===== src/rtl/bitcoin_pkg.sv =====
// Shared types and constants for the nonce-sweep hasher and its result scanner.
// Result record layout: bitmap word, status word, best hash word.
package bitcoin_pkg;

  typedef enum logic [1:0] {
    StIdle,
    StRead,
    StWrite
  } scan_state_e;

  localparam int unsigned NUM_NONCES_DEFAULT = 16;
  localparam int unsigned RESULT_WORDS       = 3;

  localparam logic [1:0] RES_BITMAP = 2'd0;
  localparam logic [1:0] RES_STATUS = 2'd1;
  localparam logic [1:0] RES_BEST   = 2'd2;

  localparam int unsigned STAT_FOUND_BIT = 31;
  localparam int unsigned STAT_COUNT_LSB = 16;
  localparam int unsigned STAT_BEST_LSB  = 0;

  function automatic logic [31:0] pack_status(input logic       found,
                                              input logic [7:0] count,
                                              input logic [7:0] best);
    logic [31:0] w;
    w = '0;
    w[STAT_FOUND_BIT]         = found;
    w[STAT_COUNT_LSB +: 8]    = count;
    w[STAT_BEST_LSB +: 8]     = best;
    return w;
  endfunction

endpackage


===== src/rtl/nonce_best_tracker.sv =====
// Registered compare/accumulate unit: tracks which nonces beat the target, how many,
// and the smallest matching hash (lowest index wins ties).
module nonce_best_tracker (
  input  logic        clk,
  input  logic        reset_n,
  input  logic        clear_i,
  input  logic        valid_i,
  input  logic [4:0]  idx_i,
  input  logic [31:0] hash_i,
  input  logic [31:0] target_i,
  output logic [31:0] bitmap_o,
  output logic [7:0]  count_o,
  output logic [7:0]  best_nonce_o,
  output logic [31:0] best_hash_o
);

  logic [31:0] bitmap_q, bitmap_d;
  logic [7:0]  count_q, count_d;
  logic [7:0]  best_nonce_q, best_nonce_d;
  logic [31:0] best_hash_q, best_hash_d;

  always_ff @(posedge clk or negedge reset_n) begin
    if (!reset_n) begin
      bitmap_q     <= '0;
      count_q      <= '0;
      best_nonce_q <= '0;
      best_hash_q  <= 32'hFFFF_FFFF;
    end else begin
      bitmap_q     <= bitmap_d;
      count_q      <= count_d;
      best_nonce_q <= best_nonce_d;
      best_hash_q  <= best_hash_d;
    end
  end

  always_comb begin
    bitmap_d     = bitmap_q;
    count_d      = count_q;
    best_nonce_d = best_nonce_q;
    best_hash_d  = best_hash_q;
    if (clear_i) begin
      bitmap_d     = '0;
      count_d      = '0;
      best_nonce_d = '0;
      best_hash_d  = 32'hFFFF_FFFF;
    end else if (valid_i && (hash_i < target_i)) begin
      bitmap_d = bitmap_q | (32'h1 << idx_i);
      count_d  = count_q + 8'd1;
      // Strict less-than keeps the earlier nonce on equal hashes.
      if (hash_i < best_hash_q) begin
        best_hash_d  = hash_i;
        best_nonce_d = {3'b000, idx_i};
      end
    end
  end

  assign bitmap_o     = bitmap_q;
  assign count_o      = count_q;
  assign best_nonce_o = best_nonce_q;
  assign best_hash_o  = best_hash_q;

endmodule


===== src/rtl/nonce_result_scanner.sv =====
// Reads back the hasher's per-nonce H0 words, compares them to a latched target and
// writes a three-word result record. Define SCAN_EARLY_EXIT_EN to stop at the first match.
module nonce_result_scanner
  import bitcoin_pkg::*;
#(
  parameter int unsigned NUM_NONCES = NUM_NONCES_DEFAULT
) (
  input  logic        clk,
  input  logic        reset_n,
  input  logic        start,
  input  logic [15:0] hash_in_addr,
  input  logic [15:0] result_addr,
  input  logic [31:0] target,
  output logic        done,
  output logic        mem_clk,
  output logic        mem_we,
  output logic [15:0] memory_addr,
  output logic [31:0] memory_write_data,
  input  logic [31:0] memory_read_data,
  output logic        found,
  output logic [7:0]  best_nonce,
  output logic [7:0]  match_count
);

  localparam logic [5:0] LastReadIdx  = 6'(NUM_NONCES);
  localparam logic [5:0] LastWriteIdx = 6'(RESULT_WORDS - 1);

  scan_state_e state_q, state_d;
  logic [5:0]  idx_q, idx_d;
  logic [31:0] target_q, target_d;

  logic        trk_clear;
  logic        trk_valid;
  logic [4:0]  trk_idx;
  logic [31:0] trk_bitmap;
  logic [31:0] trk_best_hash;

  assign mem_clk = clk;

  always_ff @(posedge clk or negedge reset_n) begin
    if (!reset_n) begin
      state_q  <= StIdle;
      idx_q    <= '0;
      target_q <= '0;
    end else begin
      state_q  <= state_d;
      idx_q    <= idx_d;
      target_q <= target_d;
    end
  end

  // Read cycle j compares the word addressed in cycle j-1.
  assign trk_valid = (state_q == StRead) && (idx_q != 6'd0);
  assign trk_idx   = idx_q[4:0] - 5'd1;

`ifdef SCAN_EARLY_EXIT_EN
  logic read_match;
  assign read_match = trk_valid && (memory_read_data < target_q);
`endif

  always_comb begin
    state_d   = state_q;
    idx_d     = idx_q;
    target_d  = target_q;
    trk_clear = 1'b0;
    unique case (state_q)
      StIdle: begin
        if (start) begin
          state_d   = StRead;
          idx_d     = '0;
          target_d  = target;
          trk_clear = 1'b1;
        end
      end
      StRead: begin
        idx_d = idx_q + 6'd1;
        if (idx_q == LastReadIdx) begin
          state_d = StWrite;
          idx_d   = '0;
        end
`ifdef SCAN_EARLY_EXIT_EN
        else if (read_match) begin
          state_d = StWrite;
          idx_d   = '0;
        end
`endif
      end
      StWrite: begin
        idx_d = idx_q + 6'd1;
        if (idx_q == LastWriteIdx) begin
          state_d = StIdle;
          idx_d   = '0;
        end
      end
      default: begin
        state_d = StIdle;
        idx_d   = '0;
      end
    endcase
  end

  always_comb begin
    done              = 1'b0;
    mem_we            = 1'b0;
    memory_addr       = hash_in_addr;
    memory_write_data = '0;
    unique case (state_q)
      StIdle: done = 1'b1;
      StRead: memory_addr = hash_in_addr + {10'b0, idx_q};
      StWrite: begin
        mem_we      = 1'b1;
        memory_addr = result_addr + {10'b0, idx_q};
        case (idx_q[1:0])
          RES_BITMAP: memory_write_data = trk_bitmap;
          RES_STATUS: memory_write_data = pack_status(found, match_count, best_nonce);
          RES_BEST:   memory_write_data = trk_best_hash;
          default:    memory_write_data = '0;
        endcase
      end
      default: done = 1'b0;
    endcase
  end

  assign found = (match_count != 8'd0);

  nonce_best_tracker u_tracker (
    .clk          (clk),
    .reset_n      (reset_n),
    .clear_i      (trk_clear),
    .valid_i      (trk_valid),
    .idx_i        (trk_idx),
    .hash_i       (memory_read_data),
    .target_i     (target_q),
    .bitmap_o     (trk_bitmap),
    .count_o      (match_count),
    .best_nonce_o (best_nonce),
    .best_hash_o  (trk_best_hash)
  );

endmodule

===== config.mk =====
export PLATFORM = sky130hd
export DESIGN_NAME = nonce_result_scanner
export DESIGN_NICKNAME = d
export VERILOG_FILES = /design/src/rtl/bitcoin_pkg.sv /design/src/rtl/nonce_best_tracker.sv /design/src/rtl/nonce_result_scanner.sv
export SDC_FILE = /design/constraint.sdc
export NUM_CORES = 1
export LEC_CHECK = 0
export BUFFER_PORTS_ARGS = -buffer_cell sky130_fd_sc_hd__buf_2
export CAP_MARGIN = 20
export CORE_MARGIN = 2
export CORE_UTILIZATION = 32
export DETAILED_ROUTE_END_ITERATION = 8
export SLEW_MARGIN = 20
export SYNTH_ARGS = -nofsm -noshare
export SYNTH_HDL_FRONTEND = slang
export SYNTH_HIERARCHICAL = 1
export SYNTH_SLANG_ARGS = --single-unit

===== constraint.sdc =====
create_clock -name clk -period 4.7 [get_ports clk]
set_clock_uncertainty 0.15 [all_clocks]
set_input_delay 0.235 -clock clk [delete_from_list [all_inputs] [get_ports clk]]
set_output_delay 0.235 -clock clk [all_outputs]
set_load 0.05 [all_outputs]

# Word level (Yosys, flattened, before mapping)
# Cells that the tools add are included.
[op_classes]
addsub = 5
muxes = 25
bitwise_logic = 1
n_reduce_logical = 11
n_eq_ne = 9
shifts = 1
magnitude_cmp = 2
[op_table]
columns = ["cell", "n"]
rows = [
  ["32-bit two-way mux", 6],
  ["32-bit one-hot mux with 3 select lines", 1],
  ["32-bit less-than comparator", 2],
  ["8-bit two-way mux", 5],
  ["16-bit by 6-bit adder with 16-bit output", 2],
  ["32-bit bitwise OR", 1],
  ["16-bit one-hot mux with 2 select lines", 1],
  ["1-bit by 5-bit << shifter with 32-bit output, first input constant", 1],
  ["6-bit two-way mux", 3],
  ["6-bit one-hot mux with 3 select lines", 1],
  ["8-bit by 1-bit adder with 8-bit output, second input constant", 1],
  ["8-bit nonzero test", 1],
  ["6-bit by 1-bit adder with 6-bit output, second input constant", 1],
  ["6-bit by 2-bit == test with 1-bit output, second input constant", 1],
  ["6-bit by 5-bit == test with 1-bit output, second input constant", 1],
  ["2-bit two-way mux", 3],
  ["2-bit one-hot mux with 3 select lines", 1],
  ["6-bit nonzero test", 1],
  ["5-bit by 1-bit subtractor with 5-bit output, second input constant", 1],
  ["2-bit by 1-bit == test with 1-bit output, second input constant", 2],
  ["2-bit == test, second input constant", 2],
  ["2-bit zero test", 2],
  ["1-bit two-way mux", 4],
  ["2-bit != test, second input constant", 2],
  ["other kinds (5)", 8],
]
[totals]
output_inout_bits = 68
regBits = 120
input_bits = 99
word_cells = 61

# Longest topological paths before layout
[logic_depth]
word_depth = 5
ltp_mapped = 14
ltp_nobuf = 11

# Modules after synthesis
# The synthesis kept the hierarchy.
[by_module_without_submodules]
columns = ["module", "seq_area_each_um2", "instances", "area_each_um2", "cells_per_inst"]
rows = [
  ["nonce_best_tracker", 1966.9, 1, 5109.9, 570],
  ["nonce_result_scanner", 1001.0, 1, 3239.4, 346],
]

==> results.json <==
{
  "status": "completed",
  "vdd_ir_drop_max_mv": 0.365,
  "fmax_mhz": 230,
  "slew-limit-headroom_pct": 48.2,
  "vias_per_cell": 4.98,
  "synth_top_cell_by_area": "dfrtp_1",
  "area_growth_pct": 29.8,
  "drt_wl_total_mm": 23.6,
  "tritoncts": "done",
  "std_cell_rows": 59,
  "cp.required_ps": 4320,
  "synth_ff_type": "dfrtp_1",
  "cts-hold-fix-buffers": 66,
  "synth-edff-count": 0,
  "wire_per_inst_um": 16.0,
  "finalCriticalPeriod_ps": 4350,
  "die-area_sq_um": 27400,
  "tightest_slew_ps": 770,
  "arrival_ps": 3970,
  "fin_crit_sh_pct": 92.6,
  "grt_pass1_wl_mm": 37.1,
  "grtUsageMet1_pct": 23.1,
  "port-buffer-count": 163,
  "power_mw": 5.94,
  "setup_viol": 0,
  "gp_congestion": 0.816,
  "rsz0062_at_grt": "no",
  "ant_nets": 0,
  "drive_above_1_share_pct": 26.4,
  "grt_pass1_vias": 7107,
  "hold_slack_ps": 81.8,
  "hold_violations": 0,
  "core_area_sq_um": 25800,
  "antenna_found_initial": 0,
  "yosys_warnings": 6,
  "die_x_um": 166,
  "drc_errors": 0,
  "clkTransAtPathRegs_ps": 60,
  "synthArstFlopShare_pct": 100,
  "dp_hpwl_mm": 17.0,
  "grt_overflow": 0,
  "die_h_um": 166,
  "final_nets": 1308,
  "grt_max_degree": 73,
  "ys_types": 62,
  "syn_area_sq_um": 8350,
  "drtPass1Iterations": 7,
  "syn_avg_cell_area_sq_um": 9.11,
  "cp_max_fo": 24,
  "vias": 7367,
  "ys_ff_latch": 117,
  "power.density_nw_per_um2": 548,
  "synthCells": 916,
  "yosysSeqAreaShare_pct": 35.5,
  "clk-insertion-delay-late_ps": 530,
  "num_io_pins": 167,
  "hold_path.class": "primary input to asynchronous set/reset pin",
  "yosysTopAreaCellShare_pct": 25.5,
  "ys_top_cells_by_area": "dfrtp_1 (25%), ha_1 (12%), dfstp_2 (10%)",
  "crit_type": "flop to primary output",
  "max_cap_viol_count": 0,
  "busiest_layer": "met2",
  "power_leakage_nw": 5.29,
  "cp-end-kind": "primary output",
  "dp_slack_ps": 911,
  "slew_viol_final": 0,
  "fin_ws_ps": 347,
  "use_met3_pct": 3.75,
  "start_util_pct": 32.3,
  "cts_resized": 0,
  "diodes": 0,
  "worst_setup_path_start_kind": "flop",
  "met2_usage_pct": 28.0,
  "postCtsSetupBuffers": 0,
  "track_usage_pct": 17.5,
  "drt_iter0_markers": 598,
  "fin_setup_tns_ps": 0
}
-- layout by cell type, fill, tap and decap left out, drive strengths merged, types with 19 or more instances in the layout --
cell / instances
a21oi: 60
buf: 172
clkbuf: 28
dfrtp: 85
dfstp: 32
dlygate4sd3: 66
ha: 78
inv: 115
mux2: 49
mux2i: 44
nand2: 37
nor2: 131
o21ai: 19
or3: 27
-- critical path: stages (launching register included) --
cell and delay [ps]:
dfrtp_1 390, inv_1 90, ha_1 380, buf_4 340, mux2_2 390, ha_1 310, o211ai_1 120, o211a_1 270
nor3_4 310, nand4_1 170, or3_1 320, nand4_1 90, buf_2 260
-- registers in the layout (all words and copies together) (netlist names) --
register and flops:
state_q 2, idx_q 6, u_tracker/count_o 8, u_tracker/best_nonce_o 5, target_q 32, u_tracker/best_hash_o 32, u_tracker/bitmap_o 32
-- report_power, final --
part	leakage, nW	total [mW]	internal, mW	switching [mW]
combinational	3.46	2.65	0.945	1.71
sequential	1.45	1.58	1.36	0.217
clock	0.381	1.71	1.19	0.512
-- synth_stat cells, drive strengths merged (2+ instances only) --
| cell | n |
|---|---|
| o221ai | 7 |
| nand2 | 37 |
| nor3b | 6 |
| nand2b | 15 |
| inv | 115 |
| a211oi | 7 |
| nand4 | 15 |
| xor2 | 11 |
| nand4b | 2 |
| a31oi | 2 |
| a21o | 9 |
| mux2 | 49 |
| a2111o | 2 |
| or2 | 2 |
| o211ai | 2 |
| nor2 | 131 |
| a222oi | 17 |
| dfrtp | 85 |
| o21a | 2 |
| o21ai | 19 |
| a32o | 3 |
| nor2b | 7 |
| nand3b | 8 |
| nor3 | 10 |
| a22oi | 17 |
| a31o | 2 |
| dfstp | 32 |
| xnor2 | 7 |
| o2111ai | 2 |
| ha | 78 |
| o22ai | 10 |
| nor4 | 4 |
| or3 | 27 |
| a21oi | 60 |
| nand3 | 8 |
| mux2i | 44 |
| clkbuf | 31 |
| and3 | 3 |
| buf | 17 |
-- final timing paths --
kind	from	slack [ps]	depth (start not counted)	endpoint
max in group asynchronous	reset_n	3290	3	u_tracker/bitmap_o[19]
min in group clk	target[31]	320	3	target_q[31]
hold / removal	reset_n	80	2	target_q[1]
setup / recovery	state_q[0]	350	12	memory_addr[15]
setup reg to reg	idx_q[0]	1440	9	u_tracker/best_hash_o[9]
hold reg to reg	target_q[30]	350	1	target_q[30]
-- through the flow --
stage | area [sq um] | instances | utilization (%)
floorplan | 8360 | 918 | -
global placement | 9400 | 1377 | 36.4
detailed placement | 9400 | 1377 | 36.4
CTS | 10800 | 1478 | 41.9
global route | 10800 | 1478 | 41.9
finish | 10800 | 1478 | 41.9
-- kinds of logic after synthesis --
kind of cell | synth area share (%)
flip-flops | 35.5
AND/OR/NAND/NOR | 16.4
adder cells (fa/ha/maj) | 11.9
XOR/XNOR | 1.89
other | 0.0449
buffers and inverters | 8.50
multiplexers | 11.9
AO/OA/AOI/OAI | 13.8
-- area by class of cell --
type / instances / area (sq um)
fill: 2537 / 15000
multi-input combinational: 638 / 4680
sequential: 117 / 2970
timing repair buffer: 237 / 1550
clock buffer: 29 / 596
inverter: 115 / 432
tap: 335 / 419
clock inverter: 7 / 188
-- metal layers --
metal | wire, um | up-vias
li1 | - | 3618
met1 | 11000 | 3507
met2 | 10900 | 215
met3 | 1270 | 27
met4 | 420 | 0
met5 | 0 | -
(Power assumes the default switching activity.)
